$ cat config.mk
export PLATFORM = sky130hd
export DESIGN_NAME = yamin_stb_nc_drain
export DESIGN_NICKNAME = d
export VERILOG_FILES = /design/src/rtl/yamin_stb_nc_drain.sv
export SDC_FILE = /design/constraint.sdc
export NUM_CORES = 1
export LEC_CHECK = 0
export CORE_MARGIN = 2
export CORE_UTILIZATION = 43
export CTS_BUF_LIST = sky130_fd_sc_hd__clkbuf_4 sky130_fd_sc_hd__clkbuf_8
export DETAILED_ROUTE_END_ITERATION = 6
export GPL_TIMING_DRIVEN = 0
export HOLD_SLACK_MARGIN = 0.06
export PLACE_DENSITY = 0.88
export RECOVER_POWER = 100
export REMOVE_ABC_BUFFERS = 1
export SYNTH_ARGS = -nofsm -noshare
export SYNTH_HDL_FRONTEND = slang
export SYNTH_SLANG_ARGS = --single-unit
$ cat constraint.sdc
create_clock -name clk -period 4.2 [get_ports clk]
set_clock_uncertainty 0.2 [all_clocks]
set_input_delay 0.84 -clock clk [delete_from_list [all_inputs] [get_ports clk]]
set_output_delay 0.84 -clock clk [all_outputs]
set_load 0.005 [all_outputs]
$ cat src/rtl/yamin_stb_nc_drain.sv
// rtl/yamin_stb_nc_drain.sv - drains the oldest non-cacheable STB slot to the BIU in strict order
// Optional watchdog: define YAMIN_STB_DRAIN_TIMEOUT_EN to enable the REQ-phase timeout counter.
module yamin_stb_nc_drain (
  input  logic        clk,
  input  logic        csysreset_n,
  input  logic [3:0]  stb_slots_valid_i,
  input  logic [3:0]  stb_slots_ch_i,
  input  logic [1:0]  stb_oldest_slot_i,
  input  logic [31:0] stb_slot_addr_i,
  input  logic [31:0] stb_slot_data_i,
  input  logic [3:0]  stb_slot_wstrb_i,
  input  logic        drain_entire_i,
  output logic [1:0]  drain_sel_o,
  output logic        stb_biu_write_req_o,
  output logic [31:0] stb_biu_write_addr_o,
  output logic [31:0] stb_biu_write_data_o,
  output logic [3:0]  stb_biu_write_wstrb_o,
  output logic [3:0]  stb_biu_write_slot_o,
  input  logic        biu_stb_write_ack_i,
  output logic [3:0]  retire_o,
  output logic        busy_o,
  output logic        nc_drained_o,
  output logic        timeout_o
);

  typedef enum logic [1:0] {
    S_IDLE   = 2'd0,
    S_REQ    = 2'd1,
    S_RETIRE = 2'd2
  } state_t;

  state_t      state;
  state_t      state_nxt;
  logic        cand;
  logic [31:0] addr_q;
  logic [31:0] data_q;
  logic [3:0]  wstrb_q;
  logic [3:0]  slot_q;

  // Only the oldest slot may drain, and only if it is valid and non-cacheable
  assign cand        = stb_slots_valid_i[stb_oldest_slot_i] & ~stb_slots_ch_i[stb_oldest_slot_i];
  assign drain_sel_o = stb_oldest_slot_i;

  // State register
  always_ff @(posedge clk or negedge csysreset_n) begin
    if (!csysreset_n) state <= S_IDLE;
    else              state <= state_nxt;
  end

  // Next-state logic: RETIRE always returns to IDLE so a store takes at least three cycles
  always_comb begin
    state_nxt = state;
    case (state)
      S_IDLE:   if (cand) state_nxt = S_REQ;
      S_REQ:    if (biu_stb_write_ack_i) state_nxt = S_RETIRE;
      S_RETIRE: state_nxt = S_IDLE;
      default:  state_nxt = S_IDLE;
    endcase
  end

  // Capture the candidate's fields on leaving IDLE; they stay frozen through REQ and RETIRE
  always_ff @(posedge clk or negedge csysreset_n) begin
    if (!csysreset_n) begin
      addr_q  <= 32'h0;
      data_q  <= 32'h0;
      wstrb_q <= 4'h0;
      slot_q  <= 4'h0;
    end else if (state == S_IDLE && cand) begin
      addr_q  <= stb_slot_addr_i;
      data_q  <= stb_slot_data_i;
      wstrb_q <= stb_slot_wstrb_i;
      slot_q  <= 4'b0001 << stb_oldest_slot_i;
    end
  end

  // Outputs decoded from state so an async reset drops the request immediately
  always_comb begin
    stb_biu_write_req_o = (state == S_REQ);
    retire_o            = (state == S_RETIRE) ? slot_q : 4'h0;
    busy_o              = (state != S_IDLE);
    nc_drained_o        = (state == S_IDLE) && ((stb_slots_valid_i & ~stb_slots_ch_i) == 4'h0);
  end

  assign stb_biu_write_addr_o  = addr_q;
  assign stb_biu_write_data_o  = data_q;
  assign stb_biu_write_wstrb_o = wstrb_q;
  assign stb_biu_write_slot_o  = slot_q;

`ifdef YAMIN_STB_DRAIN_TIMEOUT_EN
  logic [7:0] to_cnt;
  logic       to_q;
  logic       to_set;

  // Timeout fires in the REQ cycle where the saturated count is seen, then holds via to_q
  assign to_set = (state == S_REQ) && (to_cnt == 8'hFF) && drain_entire_i;

  // Watchdog counter cleared on REQ entry, saturating; sticky flag cleared in RETIRE
  always_ff @(posedge clk or negedge csysreset_n) begin
    if (!csysreset_n) begin
      to_cnt <= 8'h0;
      to_q   <= 1'b0;
    end else begin
      if (state == S_IDLE && cand)                to_cnt <= 8'h0;
      else if (state == S_REQ && to_cnt != 8'hFF) to_cnt <= to_cnt + 8'h1;
      if (state == S_RETIRE) to_q <= 1'b0;
      else if (to_set)       to_q <= 1'b1;
    end
  end

  assign timeout_o = to_q | to_set;
`else
  logic unused_drain_entire;
  assign unused_drain_entire = drain_entire_i;
  assign timeout_o           = 1'b0;
`endif

endmodule

==> flow_summary.toml, run 1 <==
[layout]
layout-drive-gt1-share_pct = 22.1
diodes = 0
fillers = 481
instances_no_fill = 437
final_util_pct = 71.0
nets = 434
syn2layout_area_growth_pct = 59.8

[yosys]
synth_seq_cells = 74
synthSimpleGateAreaFrac_pct = 3.46
synth_area_leader_cell = "dfrtp_1"
synthMuxAreaShare_pct = 28.8
async_flop_share_pct = 100
synth_area_sq_um = 3000
synth-adder-area-share_pct = 0
avgSynthCellArea_sq_um = 15.6
yosysWarningCount = 0
synthXorXnorAreaFrac_pct = 0
yosysSeqAreaShare_pct = 61.7
synth_area_leaders = "dfrtp_1 (62%), mux2_2 (23%), mux2_4 (4.5%)"
synthFlopType = "dfrtp_1"
synthCells = 192
synth_compound_area_share_pct = 1.92
yosys.area.top_type_share_pct = 61.7
synth_top_family_by_area = "multiplexers"
synth_edf_count = 0
yosysMostFrequentCell = "dfrtp_1"
yosysUniqueCellTypes = 23
synthTopCellsByCount = "dfrtp_1 (74), mux2_2 (62), mux2_4 (9)"

[clock_tree]
clkTransAtPathRegs_ps = 80
clkLatencyLatePin_ps = 320
cts_tree = "done"
cts_made_buffers = 9
clk_path_buf_depth = 2
clock-root-buffer = "clkbuf_8"
cts_sinks = 74
h-tree-depth = 3
hold_buffers = 0
post_cts_resized = 0
cts_setup_buffers = 0

[outcome]
status = "finished, violations left"
violations = "max-capacitance violations, max-slew violations"

[worst_setup_path]
cp_slowest_cell = "dlygate4sd3_1"
max_stage_delay_ps = 570
ff2ff_path_depth = 4
arrival_ps = 2200
end_kind = "output pin"
worstPathRequired_ps = 3160
rrSetupSlack_ps = 1870
crit_fanout = 3
worstSetupPathType = "in -> out"
r2r-end = "stb_biu_write_data_o[14]"
r2r-start = "state[0]"
crit_path_cell_trace = "clkdlybuf4s50_1 -> nand2b_1 -> nand4_1 -> nor2_1 -> dlygate4sd3_1"
cp-start-kind = "input pin"

[floorplan]
dieArea_sq_um = 7670
ios = 164
die_h_um = 87.6
initial_utilization_pct = 44.4
die_w_um = 87.6
coreArea_sq_um = 6760
fp-row-count = 30

[grt]
antenna_found_initial = 0
grt.overflow.total = 0
track_usage_pct = 17.2
grt_max_degree = 70
grt_pass1_vias = 2208
grt_pass1_wl_mm = 10.3

[route]
drt-initial-drc-count = 44
via_per_inst = 4.81
ant_nets = 0
wl_per_cell_um = 15.1
routed_wl_mm = 6.60
drc = 0
dr.pass1.iters = 4
vias = 2104

[sta]
fin_tns_setup_ps = 0
rsz0062_at_grt = "false"
worst_slew_pin_slew_ps = 1600
slew_violations = 67
hold_viol = 0
fin_hold_ws_ps = 217
max_freq_mhz = 309
min_period_ps = 3240
finalSetupViolCount = 0
slew_headroom_pct = -6.86
period_share_pct = 77.1

[placement]
gp_congestion = 0.709
detailed_place_hpwl_mm = 4.86
io_buffers = 161
dp_cells = 421

[power_and_ir_drop]
p_leak_nw = 2.03
powerDensity_nw_per_um2 = 637
vdd_drop_max_mv = 0.354

[job]
drv_cap = 1

[hold_path]
hp-class = "in -> async"
-- routing by layer --
layer  track usage [%]  vias to the layer above  wire (um)
li1                  -                      983          -
met1              19.7                     1019       2550
met2              29.0                       95       3350
met3              7.54                        7        644
met4              5.45                        0         61
met5                 0                        -          0
-- area by class of cell --
class                   instances  area [sq um]  share of cell area [%]
clock buffers                  11           139                    2.90
clock inverters                 5          78.8                    1.64
inverters                       4          15.0                   0.313
multi-input cells             101          1000                    20.9
flip-flops and latches         74          1850                    38.6
well taps                      80           100                    2.09
repair buffers                162          1610                    33.6
-- worst max path at each step --
stage | start | end | slack [ps] | cells past startpoint
2_1_floorplan | stb_oldest_slot_i[0] | stb_biu_write_addr_o[0] | 770 | 4
3_3_place_gp | stb_oldest_slot_i[0] | stb_biu_write_data_o[18] | -460 | 5
3_5_place_dp | stb_oldest_slot_i[0] | stb_biu_write_data_o[24] | 880 | 5
4_1_cts | stb_slots_ch_i[0] | nc_drained_o | 1010 | 5
5_1_grt | stb_slots_ch_i[1] | nc_drained_o | 890 | 5
6_report | stb_slots_ch_i[1] | nc_drained_o | 960 | 5
-- report_power, final --
group          switching (mW)  internal (mW)  total, mW
logic                   0.392          0.837       1.23
registers               0.166           1.07       1.23
clock network           0.247          0.347      0.594
total                   0.805           2.25       3.06
-- sequential cells by signal, indices dropped and copies added (netlist names) --
name / count
state: 2
stb_biu_write_wstrb_o: 4
stb_biu_write_addr_o: 32
stb_biu_write_slot_o: 4
stb_biu_write_data_o: 32
-- stage by stage --
step | cell area [sq um] | total power, mW | worst slack [ps]
after floorplan | 2900 | 1.76 | 768
after global placement | 4610 | 2.66 | -464
after detailed placement | 4640 | 2.69 | 880
after CTS | 4860 | 3.30 | 1010
after global routing | 4800 | 3.25 | 892
final | 4800 | 3.06 | 961
-- critical path, delay by kind of cell --
| kind | cells | cell delay, ps |
|---|---|---|
| buffers and inverters | 2 | 1020 |
| AND/OR/NAND/NOR | 3 | 350 |
-- kinds of logic after synthesis --
kind of cell,after synthesis
muxes,74
DFF,74
and+or+nand+nor,18
buffers and inverters,17
AOI/OAI and AO/OA,8
other,1
-- cell usage in the layout, fill, tap and decap left out, types with 2 or more instances in the layout --
| master | count |
|---|---|
| o22ai_1 | 2 |
| nor2b_1 | 2 |
| nand2b_1 | 4 |
| mux2i_1 | 3 |
| clkbuf_4 | 2 |
| inv_1 | 4 |
| dlygate4sd3_1 | 78 |
| clkinv_2 | 2 |
| clkdlybuf4s50_1 | 82 |
| mux2_2 | 61 |
| a22o_1 | 2 |
| dfrtp_1 | 74 |
| clkbuf_8 | 9 |
| mux2_1 | 10 |
| bufinv_16 | 2 |
| nor2_1 | 4 |
| and2_0 | 4 |
(Power assumes the default switching activity.)
==> run 2: changes to the inputs <==
--- a/config.mk
+++ b/config.mk
@@ -6,12 +6,12 @@
 export NUM_CORES = 1
 export LEC_CHECK = 0
 export CORE_MARGIN = 2
-export CORE_UTILIZATION = 43
+export CORE_UTILIZATION = 36
 export CTS_BUF_LIST = sky130_fd_sc_hd__clkbuf_4 sky130_fd_sc_hd__clkbuf_8
 export DETAILED_ROUTE_END_ITERATION = 6
 export GPL_TIMING_DRIVEN = 0
 export HOLD_SLACK_MARGIN = 0.06
-export PLACE_DENSITY = 0.88
+export PLACE_DENSITY = 0.78
 export RECOVER_POWER = 100
 export REMOVE_ABC_BUFFERS = 1
 export SYNTH_ARGS = -nofsm -noshare
==> constraint.sdc (replaced) <==
create_clock -name clk -period 2.78 [get_ports clk]
set_clock_uncertainty 0.2 [all_clocks]
set_input_delay 0.556 -clock clk [delete_from_list [all_inputs] [get_ports clk]]
set_output_delay 0.556 -clock clk [all_outputs]
set_load 0.005 [all_outputs]
==> run 2 against run 1 <==
Effect of this change: the run now ends clean; total power grew 50%; via count grew 2.7%; sequential power grew 51%; register-to-register slack lost 1300 ps; first-iteration DRC count shrank 45%; clock power grew 41%; combinational power grew 53%; sequential share of layout area shrank 0.37 points; critical endpoint is now drain_sel_o[1]; non-clock buffer count grew 1; setup slack lost 820 ps.
==> flow_summary.toml, run 2 (synthesis gave the netlist of run 1 again) <==
[placement]
detailed_place_hpwl_mm = 5.00
post-place-ws_ps = -257
placed_area_sq_um = 4660
gp_congestion = 0.769
dp_cells = 446
io_buffers = 161

[clock_tree]
cts_sinks = 74
h-tree-depth = 3
clkTransAtPathRegs_ps = 80
clk_path_buf_depth = 2
clock-root-buffer = "clkbuf_8"
cts_tree = "done"
clkLatencyLatePin_ps = 330
cts_made_buffers = 9

[route]
wl_met2_mm = 3.49
drc = 0
met1_length_mm = 2.66
dr.pass1.iters = 4
vias = 2160
via_per_inst = 4.66
wl_per_cell_um = 15.1
routed_wl_mm = 7.01
top_layer = "met4"
drt-initial-drc-count = 24
ant_nets = 0
wl_met3_um = 697

[worst_setup_path]
rrSetupSlack_ps = 580
critical_path_buf_inv_count = 2
worstPathRequired_ps = 2020
r2r-start = "state[0]"
crit_path_cell_trace = "clkdlybuf4s50_1 -> clkdlybuf4s50_1"
r2r-end = "stb_biu_write_addr_o[7]"
critPathTopFamily = "buffers and inverters"
arrival_ps = 1880
crit_fanout = 10
cp-start-kind = "input pin"
ff2ff_path_depth = 4
cp_slowest_cell = "clkdlybuf4s50_1"
end_kind = "output pin"
max_stage_delay_ps = 740
crit_top_cell = "clkdlybuf4s50_1"
worstSetupPathType = "in -> out"

[floorplan]
fp-row-count = 33
coreArea_sq_um = 8130
die_h_um = 95.3
initial_utilization_pct = 36.9
dieArea_sq_um = 9080
die_w_um = 95.3
ios = 164

[layout]
instances_no_fill = 464
layout-drive-gt1-share_pct = 22.6
final_cell_area_sq_um = 4840
final_common_cell = "clkdlybuf4s50_1"
final_cell_mix = "clkdlybuf4s50_1 (84), dlygate4sd3_1 (77), dfrtp_1 (74)"
nets = 436
final_util_pct = 59.5
syn2layout_area_growth_pct = 61.4
diodes = 0

[sta]
min_period_ps = 2640
max_freq_mhz = 379
period_share_pct = 94.9
fin_tns_setup_ps = 0
setup_slack_ps = 142
slew_headroom_pct = 44.2
worst_slew_pin_slew_ps = 838
finalSetupViolCount = 0
hold_viol = 0
fin_hold_ws_ps = 294
rsz0062_at_grt = "false"
slew_violations = 0

[hold_path]
holdPathStages = 1
hp-class = "reg -> reg"
hold_start = "stb_biu_write_addr_o[9]"
whs_endpoint = "stb_biu_write_addr_o[9]"

[grt]
grt_max_degree = 70
grt_pass1_vias = 2243
grt.overflow.total = 0
grt_pass1_wl_mm = 10.2
track_usage_pct = 14.7
antenna_found_initial = 0

[job]
drv_cap = 0

[outcome]
status = "finished, final reports clean"

[power_and_ir_drop]
fin_total_pwr_mw = 4.58
powerDensity_nw_per_um2 = 945
p_leak_nw = 2.03
vdd_drop_max_mv = 0.467
-- run 2: worst max path at each step --
stage | slack (ps) | startpoint | cells past startpoint | end
after floorplan | -370 | stb_oldest_slot_i[0] | 4 | stb_biu_write_addr_o[0]
final | 140 | stb_oldest_slot_i[1] | 2 | drain_sel_o[1]
after detailed placement | -260 | stb_oldest_slot_i[0] | 5 | stb_biu_write_data_o[10]
after global routing | 70 | stb_oldest_slot_i[1] | 2 | drain_sel_o[1]
after global placement | -1630 | stb_oldest_slot_i[0] | 5 | stb_biu_write_data_o[16]
after CTS | 120 | stb_oldest_slot_i[0] | 5 | stb_biu_write_data_o[20]
-- run 2: repair_timing --
| item | CTS | global route |
|---|---|---|
| setup endpoints to repair | 0 | 42 |
| gates resized for setup | 0 | 1 |
| endpoints found under the hold margin | 34 | 0 |
| setup buffers | 0 | 0 |
| hold buffers | 1 | 0 |
-- run 2: cell type report --
class	instances	area, sq um
Sequential cell	74	1850
Clock buffer	10	138
Multi-Input combinational cell	102	1020
Clock inverter	6	66.3
Inverter	4	15.0
Tap cell	105	131
Timing Repair Buffer	163	1620
Fill cell	662	3290
-- run 2: power by group --
| part | internal [mW] | leakage, nW | total (mW) | switching, mW |
|---|---|---|---|---|
| clock | 0.439 | 0.0945 | 0.837 | 0.398 |
| sequential | 1.61 | 0.869 | 1.86 | 0.243 |
| combinational | 1.27 | 1.06 | 1.88 | 0.614 |
-- run 2: metal layers --
metal	up-vias	track usage [%]
li1	984	-
met1	1066	16.2
met2	96	24.5
met3	14	6.01
met4	0	7.49
met5	-	0
==> run 3: changes to the inputs <==
--- a/config.mk
+++ b/config.mk
@@ -14,6 +14,7 @@
 export PLACE_DENSITY = 0.78
 export RECOVER_POWER = 100
 export REMOVE_ABC_BUFFERS = 1
+export SKIP_LAST_GASP = 1
 export SYNTH_ARGS = -nofsm -noshare
 export SYNTH_HDL_FRONTEND = slang
 export SYNTH_SLANG_ARGS = --single-unit
==> results of run 3 <==
The final DEF is identical to that of run 2; final timing and power are the same.
